File: config.mk
export PLATFORM = sky130hd
export DESIGN_NAME = service_2_countdown
export DESIGN_NICKNAME = d
export VERILOG_FILES = /design/src/rtl/countdown_pkg.sv /design/src/rtl/sec_tick_gen.sv /design/src/rtl/service_2_countdown.sv
export SDC_FILE = /design/constraint.sdc
export NUM_CORES = 1
export LEC_CHECK = 0
export CELL_PAD_IN_SITES_DETAIL_PLACEMENT = 1
export CELL_PAD_IN_SITES_GLOBAL_PLACEMENT = 2
export CORE_UTILIZATION = 25
export DETAILED_ROUTE_END_ITERATION = 12
export PLACE_DENSITY = 0.73
export SYNTH_ARGS = -nofsm -noshare
export SYNTH_HDL_FRONTEND = slang
export SYNTH_SLANG_ARGS = --single-unit
File: constraint.sdc
create_clock -name clk -period 3.05 [get_ports clk]
set_input_delay 0.305 -clock clk [delete_from_list [all_inputs] [get_ports clk]]
set_output_delay 0.305 -clock clk [all_outputs]
set_load 0.02 [all_outputs]
File: src/rtl/countdown_pkg.sv
// rtl/countdown_pkg.sv - shared states, BCD digit constants and num field positions for service_2_countdown
package countdown_pkg;

    typedef enum logic [2:0] {
        ST_IDLE,
        ST_READY,
        ST_RUN,
        ST_PAUSE,
        ST_ALARM,
        ST_DONE
    } state_t;

    localparam logic [3:0] BCD_NINE = 4'd9;
    localparam logic [3:0] BCD_FIVE = 4'd5;
    localparam logic [3:0] BCD_ZERO = 4'd0;

    localparam int SEC_ONES = 0;
    localparam int SEC_TENS = 4;
    localparam int MIN_ONES = 8;
    localparam int MIN_TENS = 12;

endpackage

File: src/rtl/sec_tick_gen.sv
// rtl/sec_tick_gen.sv - prescaler emitting a one-cycle tick every TICK_DIV enabled cycles
module sec_tick_gen #(
    parameter int TICK_DIV = 100_000_000
) (
    input  logic clk,
    input  logic resetn,
    input  logic clr,
    input  logic en,
    output logic tick
);

    localparam int W = $clog2(TICK_DIV);
    localparam logic [W-1:0] LAST = W'(TICK_DIV - 1);

    logic [W-1:0] cnt;

    always_ff @(posedge clk) begin
        if (!resetn || clr) begin
            cnt <= '0;
        end else if (en) begin
            cnt <= (cnt == LAST) ? '0 : cnt + 1'b1;
        end
    end

    assign tick = en && !clr && (cnt == LAST);

endmodule

File: src/rtl/service_2_countdown.sv
// rtl/service_2_countdown.sv - BCD mm:ss countdown with pause and alarm; COUNTDOWN_BLINK_EN blinks sel in ALARM
module service_2_countdown #(
    parameter int TICK_DIV  = 100_000_000,
    parameter int BLINK_DIV = 50_000_000
) (
    input  logic        clk,
    input  logic        resetn,
    input  logic        finish1,
    input  logic [15:0] num_in,
    input  logic        push_c,
    output logic [15:0] num,
    output logic [3:0]  sel,
    output logic        alarm,
    output logic        finish2
);

    import countdown_pkg::*;

    state_t      state;
    state_t      state_nx;
    logic [15:0] num_nx;
    logic [15:0] dec;
    logic        push_prev;
    logic        push_ev;
    logic        run_clr;
    logic        tick_en;
    logic        tick;
    logic [3:0]  alarm_sel;

    assign push_ev = push_c && !push_prev;
    // A pause request on a tick cycle freezes the prescaler instead of decrementing.
    assign tick_en = (state == ST_RUN) && !push_ev;

    sec_tick_gen #(.TICK_DIV(TICK_DIV)) u_tick (
        .clk    (clk),
        .resetn (resetn),
        .clr    (run_clr),
        .en     (tick_en),
        .tick   (tick)
    );

    always_comb begin
        dec = num;
        if (num[SEC_ONES +: 4] != BCD_ZERO) begin
            dec[SEC_ONES +: 4] = num[SEC_ONES +: 4] - 4'd1;
        end else begin
            dec[SEC_ONES +: 4] = BCD_NINE;
            if (num[SEC_TENS +: 4] != BCD_ZERO) begin
                dec[SEC_TENS +: 4] = num[SEC_TENS +: 4] - 4'd1;
            end else begin
                dec[SEC_TENS +: 4] = BCD_FIVE;
                if (num[MIN_ONES +: 4] != BCD_ZERO) begin
                    dec[MIN_ONES +: 4] = num[MIN_ONES +: 4] - 4'd1;
                end else begin
                    dec[MIN_ONES +: 4] = BCD_NINE;
                    dec[MIN_TENS +: 4] = num[MIN_TENS +: 4] - 4'd1;
                end
            end
        end
    end

    always_comb begin
        state_nx = state;
        num_nx   = num;
        run_clr  = 1'b0;
        case (state)
            ST_IDLE: begin
                if (finish1) begin
                    num_nx   = num_in;
                    state_nx = ST_READY;
                end
            end
            ST_READY, ST_PAUSE: begin
                if (push_ev) begin
                    if (num == 16'h0000) begin
                        state_nx = ST_ALARM;
                    end else begin
                        state_nx = ST_RUN;
                        run_clr  = 1'b1;
                    end
                end
            end
            ST_RUN: begin
                if (push_ev) begin
                    state_nx = ST_PAUSE;
                end else if (tick) begin
                    num_nx = dec;
                    if (dec == 16'h0000) state_nx = ST_ALARM;
                end
            end
            ST_ALARM: begin
                if (push_ev) state_nx = ST_DONE;
            end
            ST_DONE: ;
            default: state_nx = ST_IDLE;
        endcase
    end

    always_ff @(posedge clk) begin
        if (!resetn) begin
            state     <= ST_IDLE;
            num       <= 16'h0000;
            push_prev <= 1'b0;
        end else begin
            state     <= state_nx;
            num       <= num_nx;
            push_prev <= push_c;
        end
    end

`ifdef COUNTDOWN_BLINK_EN
    localparam int BW = (BLINK_DIV > 1) ? $clog2(BLINK_DIV) : 1;
    localparam logic [BW-1:0] BLINK_LAST = BW'(BLINK_DIV - 1);

    logic [BW-1:0] blink_cnt;
    logic          blink_off;

    // Held clear outside ALARM so every entry starts lit with a full half-period.
    always_ff @(posedge clk) begin
        if (!resetn || state != ST_ALARM || state_nx != ST_ALARM) begin
            blink_cnt <= '0;
            blink_off <= 1'b0;
        end else if (blink_cnt == BLINK_LAST) begin
            blink_cnt <= '0;
            blink_off <= !blink_off;
        end else begin
            blink_cnt <= blink_cnt + 1'b1;
        end
    end

    assign alarm_sel = blink_off ? 4'b0000 : 4'b1111;
`else
    assign alarm_sel = {4{BLINK_DIV >= 1}};
`endif

    always_comb begin
        case (state)
            ST_IDLE:  sel = 4'b0000;
            ST_ALARM: sel = alarm_sel;
            default:  sel = 4'b1111;
        endcase
    end

    assign alarm   = (state == ST_ALARM);
    assign finish2 = (state == ST_DONE);

endmodule

After elaboration in Yosys (flattened, before gate mapping). Index checks and enable logic that the tools add are counted. Widths: inputs -> output; s select.

Add/sub/neg operators: 5. $mul: 0. Div/mod/pow operators: 0. Order comparisons: 0. Equal/unequal tests: 13. Shift-type cells: 0. Multiplexer cells: 23. Bitwise operators: 1. Reduce and logical (&&, ||, !) cells: 19.

Operators with widths (number): $mux 16 (3); $logic_not 16->1 (2); $pmux 16 s2 (1); $add 27x1->27 const B (1); $eq 27x27->1 const B (1); $mux 27 (1); $mux 3 (7); $mux 4 (5); $sub 4x1->4 const B (4); $pmux 3 s5 (1); $mux 12 (1); $reduce_bool 4->1 (3); $mux 8 (1); $ne 2x2->1 const B (4); $eq 3x2->1 const B (2); $eq 3x3->1 const B (2); $reduce_and 6->1 (1); $logic_and 1x1->1 (4); $logic_not 1->1 (4); $reduce_and 4->1 (1); $eq 3x1->1 const B (1); $logic_not 3->1 (1); $mux 1 (3); $ne 3x2->1 const B (1); other kinds (6) (6).

Register bits: 47. Bits in latches: 0. Memory bits (writable): 0. ROM bits: 0. Bits of input ports: 20. Output and inout port bits: 22. Word-level logic and storage cells: 65. Memories: 0.

Logic depth before layout (Yosys ltp).
Depth after elaboration: 10. Mapped depth: 8. Depth with buffers taken out: 7.

Hierarchy. From an unflattened synthesis, not the netlist that was laid out.

Cell total of the unflattened synthesis: 350. Area, all modules: 2847.7 sq um.

Modules (own cells, without submodules): sec_tick_gen (instances 1, cells each 165, area an instance 1475.2 sq um, seq. area each 540.5 sq um); service_2_countdown (instances 1, cells each 185, area an instance 1372.6 sq um, seq. area each 400.4 sq um).

Worst setup path after synthesis. OpenSTA, ideal clock, no wires.

Path kind: register to register. From: register num[2]. To: register state[2]. Library setup time: 0.122 ns. Arrival time: 1.980 ns. Data required time: 2.928 ns. Setup slack: 0.949 ns. Cell stages (with the launch flop): 7. Path buffers: 1. Clock period less this slack: 2.101 ns. Cells stage by stage: dfxtp_1 -> nor4_2 -> and4_1 -> buf_2 -> mux2_2 -> and4_1 -> o311a_1.

Longest elaborated chain between the ends: 9. Elaborated cells between the ends (all ways): 18. Those cells by class: add/sub (1); eq/ne (2); mux (8); reduce/logical (7).

Ends and longest elaborated chain: start, declared (RTL line service_2_countdown.sv:11) `output logic [15:0] num,`; start signal, assigned (RTL line service_2_countdown.sv:106) `num <= num_nx;`; parallel branches: the longest is 9 deep, another holds $sub 4x1->4; end signal, assigned (RTL line service_2_countdown.sv:105) `state <= state_nx;`; end, declared (RTL line service_2_countdown.sv:19) `state_t state;`.

Several ways; the timed one is not identified. The select of a mux whose other input is x is not followed. A chain may end at the register's enable or synchronous reset.

Worst setup path in the final report.
From: register u_tick.cnt[8]. To: register num[9].

Longest elaborated chain between the ends: 4.

Ends and longest elaborated chain: start, declared (RTL line sec_tick_gen.sv:15) `logic [W-1:0] cnt;`; start signal, assigned (RTL line sec_tick_gen.sv:21) `cnt <= (cnt == LAST) ? '0 : cnt + 1'b1;`; $eq 27x27->1 (RTL line sec_tick_gen.sv:25) `assign tick = en && !clr && (cnt == LAST);`; $logic_and 1x1->1 (RTL line sec_tick_gen.sv:25); $ne 2x2->1 (no source line); $reduce_and 4->1 (no source line).

No other way between the ends.

==> impl_metrics.csv <==
group,metric,value,unit
sta,min_period_over_period,73.6,%
yosys,synth_cells,353,
sta,drv_slew,0,
yosys,ys.flop_type,"dfxtp_1",
sta,slew_headroom,67.1,%
clock_tree,clkTransAtPathRegs,100,ps
detailed_routing,antenna_left,0,
die,die_area,0.0115,mm²
die,rows,38,
layout,syn2layout_area_growth,23.0,%
die,die_y,107,µm
layout,drive_gt1_share,7.49,%
critical_path,worstReg2RegStart,"u_tick.cnt[8]",
clock_tree,clockRootBuffer,"clkbuf_8",
global_routing,antenna_found_initial,0,
detailed_routing,wirelength,8.16,mm
critical_path,crit_chain,"or4_4 -> nor4_4 -> nand4_2 -> buf_4 -> a221o_1 -> a21oi_1",
critical_path,critPathLaunchType,"register",
place,hpwlAfterDp,5.80,mm
pwr,p_per_area,754,mW/mm²
clock_tree,cts_max_level,2,
worst_hold_path,min_from,"u_tick.cnt[24]",
yosys,synth_cell_type_count,60,
run,cap_violations,0,
worst_hold_path,holdPathEnd,"u_tick.cnt[24]",
yosys,yosysSeqAreaShare,33.9,%
die,floorplan.initialDensity,25.6,%
global_routing,grt_max_degree,26,
critical_path,worst_path_max_delay_cell,"or4_4",
die,core,0.0108,mm²
critical_path,path_delay_family,"simple AND/OR/NAND/NOR gates",
critical_path,crit_start,"u_tick.cnt[8]",
sta,rsz0062_at_grt,"false",
clock_tree,cts_setup_buffers,0,
status,status,"completed",
critical_path,worstSetupEndpointType,"register",
sta,min_period,2240,ps
critical_path,critPathKind,"reg2reg",
clock_tree,tritoncts,"built",
sta,timing.setup.tns,0,ps
place,place.gp.congestion,0.767,
clock_tree,cts_inserted_buffers,5,
clock_tree,postCtsHoldBufs,0,
critical_path,r2r_setup_slack,810,ps
worst_hold_path,hp-class,"reg2reg",
yosys,synth_edf_count,0,
yosys,postSynthAreaPerCell,7.86,µm²
critical_path,max_stage_delay,560,ps
clock_tree,clkSinkCount,47,
detailed_routing,route.detailed.drc,0,
global_routing,grt_pass1_vias,2630,
worst_hold_path,whs_path_depth,2,
die,fp.dieW,107,µm
detailed_routing,wl_per_cell,15.5,µm
critical_path,critPathRequiredTime,3270,ps
die,io_pins,42,
clock_tree,cts_buffer_depth,2,
detailed_routing,drt_iter0_markers,60,
global_routing,track_usage,14.8,%
sta,max_freq,446,MHz
critical_path,reg2reg_depth,6,
critical_path,cp.arrival,2470,ps
global_routing,grt_pass1_wl,13.5,mm
detailed_routing,num_vias,2672,
layout,instances_no_fill,527,
layout,fill_cells,1327,
pwr,vdd_drop_max,206,µV
layout,layout.nets,409,
sta,setup_viol,0,
detailed_routing,dr.pass1.iters,4,
sta,final_hold_viol_count,0,
critical_path,r2r_end,"num[9]",
global_routing,global_route.overflow_total,0,
sta,skew,19.3,ps
pwr,p_leak,1.19,nW
clock_tree,insertion_delay,310,ps
critical_path,worstPathMaxFanout,21,
detailed_routing,routed_via_density,5.07,
yosys,ys_ff_latch,47,
layout,num_antenna_cells,0,
place,dpl.cell_count,519,
critical_path,crit_buf_inv,1,
yosys,syn-num-nets,376,
sta,worstMarginPinSlew,494,ps
yosys,syn_area,0.00277,mm²
pwr,finalPower,0.00257,W
yosys,yosys_warnings,0,
yosys,async_reset_ff_share,0,%
clock_tree,cts_resized,0,
place,portBuffers,41,
## state kept, by name, summed over array words and instances (netlist names)
register and count:
push_prev 1, state 3, num 16, u_tick.cnt 27
## cells in the final DEF, fill, tap and decap left out, types with 2 or more instances in the layout
cell | Yosys | layout
and2_1 | 2 | 2
a21oi_1 | 27 | 27
nand4_1 | 15 | 15
xor2_1 | 17 | 17
mux2i_1 | 6 | 6
nand3_1 | 16 | 16
nor4_1 | 2 | 2
a221oi_1 | 2 | 2
clkdlybuf4s50_1 | 0 | 41
nand2b_1 | 4 | 4
dfxtp_1 | 47 | 47
nor2_1 | 49 | 49
buf_4 | 3 | 10
o21ai_0 | 9 | 9
ha_1 | 3 | 3
a221o_1 | 3 | 3
or4_1 | 3 | 3
nand2_1 | 37 | 37
o32ai_1 | 6 | 6
a22oi_1 | 4 | 4
and4_1 | 3 | 3
and3_1 | 7 | 7
o22ai_1 | 3 | 3
or3_1 | 6 | 6
a31oi_1 | 2 | 2
nor3b_1 | 4 | 4
nor3_1 | 10 | 10
inv_1 | 7 | 7
o31ai_1 | 2 | 2
xnor2_1 | 5 | 5
clkbuf_8 | 0 | 6
## cell usage after synthesis (3+ instances only)
cell / count / area share (%)
nand4_1: 15 / 3.4
inv_1: 7 / 0.95
mux2i_1: 6 / 2.2
nor2_1: 49 / 6.6
and3_1: 7 / 1.6
ha_1: 3 / 1.4
clkbuf_1: 13 / 1.8
buf_4: 3 / 0.81
nand3_1: 16 / 2.9
xnor2_1: 5 / 1.6
buf_2: 7 / 1.3
or3_1: 6 / 1.4
nand2_1: 37 / 5.0
or4_1: 3 / 0.81
dfxtp_1: 47 / 34
o21ai_0: 9 / 1.6
nor3_1: 10 / 1.8
and4_1: 3 / 0.95
a221o_1: 3 / 1.1
xor2_1: 17 / 5.4
a22oi_1: 4 / 1.1
nand2b_1: 4 / 0.90
o22ai_1: 3 / 0.68
nor3b_1: 4 / 1.1
a21oi_1: 27 / 4.9
o32ai_1: 6 / 1.9
## worst reg2reg max path: cells and delay by family, from the launching register on
kind	cells	cell delay, ps
simple gates	3	1070
compound gates	2	470
flops	1	380
buf+inv	1	260
## how the worst max path moves through the flow
stage / endpoint / slack, ps / depth (start not counted)
3_3_place_gp: num[0] / 840 / 6
2_1_floorplan: state[2] / 950 / 6
3_5_place_dp: num[0] / 780 / 6
6_report: num[9] / 810 / 6
4_1_cts: num[9] / 800 / 6
5_1_grt: state[2] / 670 / 5
## cells by family (layout without fill, tap and decap cells)
logic type	after synthesis	count (layout)	synth area share (%)
AOI/OAI and AO/OA	72	72	17.6
DFF	47	47	33.9
adders and majority gates	3	3	1.35
muxes	7	7	2.57
xor gates and xnor gates	22	22	6.95
and+or+nand+nor	170	170	32.3
buffers and inverters	32	66	5.32
## layer usage
metal	wire, µm	GRT usage [%]	vias up
li1	-	-	1342
met3	156	2.30	8
met4	91	3.62	0
met1	4110	20.0	1298
met2	3800	24.5	24
met5	0	0	-
## where the power goes
part	internal, W	switching, W	total [W]
Clock	0.000186	0.000236	0.000422
Combinational	0.000554	0.000751	0.00130
Sequential	0.000692	0.000155	0.000847
## stage by stage
stage          hold WS [ps]  setup slack [ps]  cell area, µm²  utilization [%]
2_1_floorplan           432               949            2770                -
3_3_place_gp            465               839            3310             30.6
3_5_place_dp            491               777            3310             30.6
4_1_cts                 507               796            3410             31.5
5_1_grt                 539               668            3410             31.5
6_report                502               806            3410             31.5
## cell type report
class                           instances  area, µm²  area share [%]
Clock inverter                          2       16.3           0.477
Clock buffer                            6       82.6            2.42
Timing Repair Buffer                   51        485            14.2
Multi-Input combinational cell        274       1690            49.4
Inverter                                7       26.3           0.770
Tap cell                              140        175            5.13
Sequential cell                        47        941            27.6
Power figures use the tool's default switching activity.
==> variant 1 (same settings) <==
Put a register stage on the outputs `alarm` and `finish2`, with the module's reset. The values now appear one clock later. The other outputs are not delayed to match.
--- a/src/rtl/service_2_countdown.sv
+++ b/src/rtl/service_2_countdown.sv
@@ -143,4 +143,11 @@
 
-    assign alarm   = (state == ST_ALARM);
-    assign finish2 = (state == ST_DONE);
+    always_ff @(posedge clk) begin
+        if (!resetn) begin
+            alarm   <= '0;
+            finish2 <= '0;
+        end else begin
+            alarm   <= (state == ST_ALARM);
+            finish2 <= (state == ST_DONE);
+        end
+    end
 
Formal check against the unedited RTL: not equivalent (a bounded check fails within 4 cycles, from zero or initial values and one cycle with resetn low).
==> variant 1 against the original RTL <==
Synthesized area is 0.63% higher; fmax is 8.0% lower; critical path depth is 1 higher; setup slack worse by 0.20 ns; sequential cell count is 2 higher; cell area is 0.37% higher; wire length is 1.5% lower; power is 1.7% higher.
==> variant 1: results (changes against the original RTL) <==
stage	metric	value	unit	change
detailed_routing	WL final	8041	um	-1.5%
cts	post-CTS clock slew at the launch and capture registers of the worst setup and hold paths	0.10	ns	about the same
finish	Total Nets Final	407		-0.49%
place	HPWL after detailed placement	5656	um	-2.5%
global_routing	met3 Usage GRT	0.02300		unchanged
yosys	Commonest cells post-synth	49 x sky130_fd_sc_hd__dfxtp_1, 43 x sky130_fd_sc_hd__nor2_1, 37 x sky130_fd_sc_hd__nand2_1		
yosys	Post-Syn Area per Cell	7.908	um2	+0.63%
yosys	number of distinct library cell variants in the gate-level netlist after synthesis	53		-12%
global_routing	met1 track demand over resource in global routing	0.2043		+0.004293
place	last weighted congestion value of the routability-driven placer	0.7178		-6.4%
place	# placed instances	517		-0.39%
yosys	number of warnings reported in the yosys synthesis log	0		unchanged
global_routing	first-pass GRT wire length	13320	um	-1.6%
detailed_routing	Starting DRT DRC Count	68		+13%
place	post-placement setup slack	0.5387	ns	-0.2385 ns
finish	antenna fix cells	0		unchanged
yosys	async set or reset register ratio after synthesis	0		unchanged
sta	Clock Skews	0.008461	ns	-0.01086 ns
critical_path	crit path DAT	2.60	ns	+0.13 ns
finish	proportion of layout cells with a drive suffix above 1	0.06494		-0.01000
cts	Clk Latency, worst-skew pair	0.31	ns	about the same
sta	smallest setup slack after layout	0.6111	ns	-0.1951 ns
critical_path	register-to-register setup slack	0.61	ns	-0.20 ns
finish	filler cell count	1293		-2.6%
min_path	type of the tightest min-delay check	flop to flop		
global_routing	maximum number of pins on one net before global-route repair	25		-3.8%
global_routing	global routing usage summed across all routing layers	0.1470		-0.0008809
cts	Post-CTS Setup Bufs	0		unchanged
sta	WHS	0.4840	ns	-0.01824 ns
global_routing	initial antenna violation count	0		unchanged
critical_path	largest incremental delay on the critical path	0.68	ns	+0.12 ns
yosys	synthesized flop and latch total	49		+4.3%
finish	number of non-filler instances in the completed layout	525		-0.38%
cts	Gates resized, CTS repair	0		unchanged
job	reported max-cap violation count	0		unchanged
global_routing	sum of overflow across all layers after global routing	0		unchanged
yosys	main flop type after synthesis	sky130_fd_sc_hd__dfxtp_1		
pwr	Max IR drop VDD	0.3390	mV	+65%
detailed_routing	via count normalized by instance count	5.015		-1.1%
outcome	result of the run	finished clean		
cts	# H-tree levels	2		unchanged
critical_path	largest fanout on the critical path	23		+9.5%
cts	number of clock buffers inserted by TritonCTS	5		unchanged
pwr	switching power as a share of total power	0.4095		-0.03405
global_routing	met2 track demand over resource	0.2299		-0.01531
critical_path	slowest cell on the critical path	sky130_fd_sc_hd__or2_1		
pwr	leakage	1.150	nW	-3.0%
sta	Worst Max-Slew Pin Slew	0.8215	ns	+0.3279 ns
finish	registers with the most flip-flops	u_tick.cnt x27, num x16, state x3		
yosys	sequential area share after synthesis	0.3514		+0.01221
yosys	main area contributors after synthesis	sky130_fd_sc_hd__dfxtp_1 35%, sky130_fd_sc_hd__xnor2_1 6.6%, sky130_fd_sc_hd__nor2_1 5.8%		
global_routing	number of global-route vias before repair	2599		-1.2%
==> variant 1: final timing paths <==
kind,startpoint,end,depth (start not counted)
max,num[12],u_tick.cnt[21],7
min,u_tick.cnt[1],u_tick.cnt[1],2
max reg2reg,num[12],u_tick.cnt[21],7
min reg2reg,u_tick.cnt[1],u_tick.cnt[1],2
==> variant 1: metal layers <==
metal  vias up  wire length, um
met4         0              102
met1      1263             4117
met3         6              235
met5         -                0
li1       1321                -
met2        43             3585
==> variant 1: cell type report <==
type	count	share of cell area
Clock buffer	7	0.02521
Tap cell	140	0.05115
Timing Repair Buffer	50	0.1396
Clock inverter	1	0.008769
Inverter	9	0.009865
Multi-Input combinational cell	269	0.4790
Sequential cell	49	0.2864
==> variant 1: cell families after synthesis <==
| group | after synthesis | share of synthesized area |
|---|---|---|
| simple gates | 172 | 0.3254 |
| compound gates | 62 | 0.1452 |
| flops | 49 | 0.3514 |
| buf+inv | 35 | 0.06096 |
| xor+xnor | 26 | 0.08158 |
| mux | 6 | 0.02196 |
| fa+ha+maj | 3 | 0.01345 |
==> variant 1: power by group through the flow <==
stage	Sequential [W]	Combinational (W)	Clock (W)
final	0.000878	0.00124	0.000500
after global routing	0.000902	0.00136	0.000547
after CTS	0.000876	0.00126	0.000519
after detailed placement	0.000892	0.00125	0
after global placement	0.000889	0.00123	0
after floorplan	0.000873	0.000857	0
==> variant 1: worst min-delay path, cell delays in order (launching register included) <==
cell                      delay, ns
sky130_fd_sc_hd__dfxtp_1       0.33
sky130_fd_sc_hd__nand2_1       0.06
sky130_fd_sc_hd__a21oi_1       0.05
==> variant 1: per-stage QoR <==
stage                     power, W  instance area (um2)
after CTS                 0.002652                 3425
after floorplan           0.001730                 2791
after global routing      0.002813                 3425
after global placement    0.002123                 3308
after detailed placement  0.002142                 3308
final                     0.002618                 3425
==> variant 2 (config.mk and constraints unchanged) <==
Without the edit above. The package constant `SEC_TENS` goes from 4 to 6.
--- a/src/rtl/countdown_pkg.sv
+++ b/src/rtl/countdown_pkg.sv
@@ -17,3 +17,3 @@
     localparam int SEC_ONES = 0;
-    localparam int SEC_TENS = 4;
+    localparam int SEC_TENS = 6;
     localparam int MIN_ONES = 8;
Function: no difference found for any inputs over 10 cycles, from zero or initial values and one cycle with resetn low; that may be too few to reach the edited logic, so the function may still have changed.
==> variant 2 against the original RTL <==
Synthesized area down 3.4%; clock power up 12%; cell area fell by 3.7%; die area down 3.3%; largest power group unchanged; largest cell class unchanged; worst hold slack worse by 0.014 ns; power up 1.1%; sequential cell count unchanged; non-clock buffer count shrank 3; critical path type unchanged; wire length decreased by 6.1%; setup slack got worse by 0.23 ns.
==> variant 2: results (changes against the original RTL) <==
stage	metric	value	unit	change
cts	Gates resized, CTS repair	0		unchanged
cts	# H-tree levels	2		unchanged
pwr	Max IR drop VDD	0.4111	mV	+100%
yosys	number of warnings reported in the yosys synthesis log	0		unchanged
yosys	async set or reset register ratio after synthesis	0		unchanged
place	quantity of I/O buffers inserted on ports	41		unchanged
cts	Root Driver	sky130_fd_sc_hd__clkbuf_8		
pwr	switching power as a share of total power	0.4295		-0.01400
yosys	main area contributors after synthesis	sky130_fd_sc_hd__dfxtp_1 35%, sky130_fd_sc_hd__nand2_1 6.2%, sky130_fd_sc_hd__xor2_1 5.6%		
pwr	seq pwr	0.000826	W	-2.5%
cts	Clk Latency, worst-skew pair	0.31	ns	about the same
critical_path	crit path DAT	2.71	ns	+0.24 ns
finish	max FFs per register	27		unchanged
detailed_routing	Detail Route Antenna Nets	0		unchanged
outcome	result of the run	finished clean		
sta	worst rel slew slack	0.3479		-0.3231
yosys	Commonest cells post-synth	47 x sky130_fd_sc_hd__dfxtp_1, 44 x sky130_fd_sc_hd__nand2_1, 39 x sky130_fd_sc_hd__nor2_1		
yosys	post-synth net total	353		-6.1%
cts	number of clock buffers inserted by TritonCTS	5		unchanged
critical_path	register-to-register setup slack	0.58	ns	-0.23 ns
finish	Total Nets Final	390		-4.6%
min_path	worst-case hold path end point	u_tick.cnt[1]		
place	last weighted congestion value of the routability-driven placer	0.7245		-5.6%
min_path	type of the tightest min-delay check	flop to flop		
yosys	sequential area share after synthesis	0.3511		+0.01188
critical_path	Critical Path Start	state[0]		
global_routing	global routing usage summed across all routing layers	0.1434		-0.004416
detailed_routing	WL final	7663	um	-6.1%
finish	proportion of layout cells with a drive suffix above 1	0.1087		+0.03376
detailed_routing	Starting DRT DRC Count	81		+35%
cts	Post-CTS Setup Bufs	0		unchanged
critical_path	length in cells of the worst reg-to-reg path	5		-1
critical_path	largest fanout on the critical path	14		-33%
pwr	Gate power share	0.502		-0.005
cts	post-CTS clock slew at the launch and capture registers of the worst setup and hold paths	0.11	ns	
detailed_routing	via total after detailed routing	2506		-6.2%
yosys	count of mapped cells out of synthesis	330		-6.5%
cts	buffer depth of the longest clock path	2		unchanged
min_path	Min-Delay Startpoint	u_tick.cnt[1]		
global_routing	maximum number of pins on one net before global-route repair	26		unchanged
place	HPWL after detailed placement	5590	um	-3.7%
sta	Clock Skews	0.01842	ns	-0.0008945 ns
global_routing	first-pass GRT wire length	12850	um	-5.1%
pwr	leakage	1.117	nW	-5.8%
global_routing	initial antenna violation count	0		unchanged
finish	number of non-filler instances in the completed layout	504		-4.4%
yosys	number of distinct library cell variants in the gate-level netlist after synthesis	59		-1.7%
critical_path	worst flop-to-flop path endpoint	num[0]		
pwr	power of the combinational group	0.00130	W	about the same
## variant 2: logic make-up (layout without fill, tap and decap cells)
family | after synthesis | count (layout) | synth area share
flops | 47 | 47 | 0.3511
compound gates | 54 | 54 | 0.1303
simple gates | 172 | 172 | 0.3431
xor+xnor | 26 | 26 | 0.08497
mux | 4 | 4 | 0.01634
buf+inv | 24 | 62 | 0.06022
fa+ha+maj | 3 | 3 | 0.01401
## variant 2: final cells by class
type	instances	area, um2
Inverter	6	22.52
Timing Repair Buffer	48	462.9
Clock inverter	3	43.79
Sequential cell	47	940.9
Clock buffer	5	68.82
Tap cell	136	170.2
Fill cell	1252	7083
Multi-Input combinational cell	259	1578
## variant 2: metal layers
metal | up-vias | wire (um) | global-route usage
met1 | 1224 | 4002 | 0.2079
met2 | 38 | 3369 | 0.2242
met4 | 0 | 42 | 0.02877
met3 | 2 | 248 | 0.02226
met5 | - | 0 | 0
li1 | 1242 | - | -
## variant 2: critical path, stage by stage, from the launching register on
cell and delay (ns):
sky130_fd_sc_hd__dfxtp_1 0.43, sky130_fd_sc_hd__or3_1 0.46, sky130_fd_sc_hd__nor2_1 0.48, sky130_fd_sc_hd__nor2_1 0.39, sky130_fd_sc_hd__or3_2 0.50, sky130_fd_sc_hd__a31oi_1 0.15
## variant 2: per-stage QoR
stage          hold slack, ns  setup slack [ns]  instance area, um2    util
2_1_floorplan          0.4267            0.7930                2680       -
3_3_place_gp           0.4758            0.5979                3174  0.3061
3_5_place_dp           0.4807            0.5524                3174  0.3061
4_1_cts                0.4960            0.5751                3287  0.3170
5_1_grt                0.5243            0.4078                3287  0.3170
6_report               0.4881            0.5799                3287  0.3170
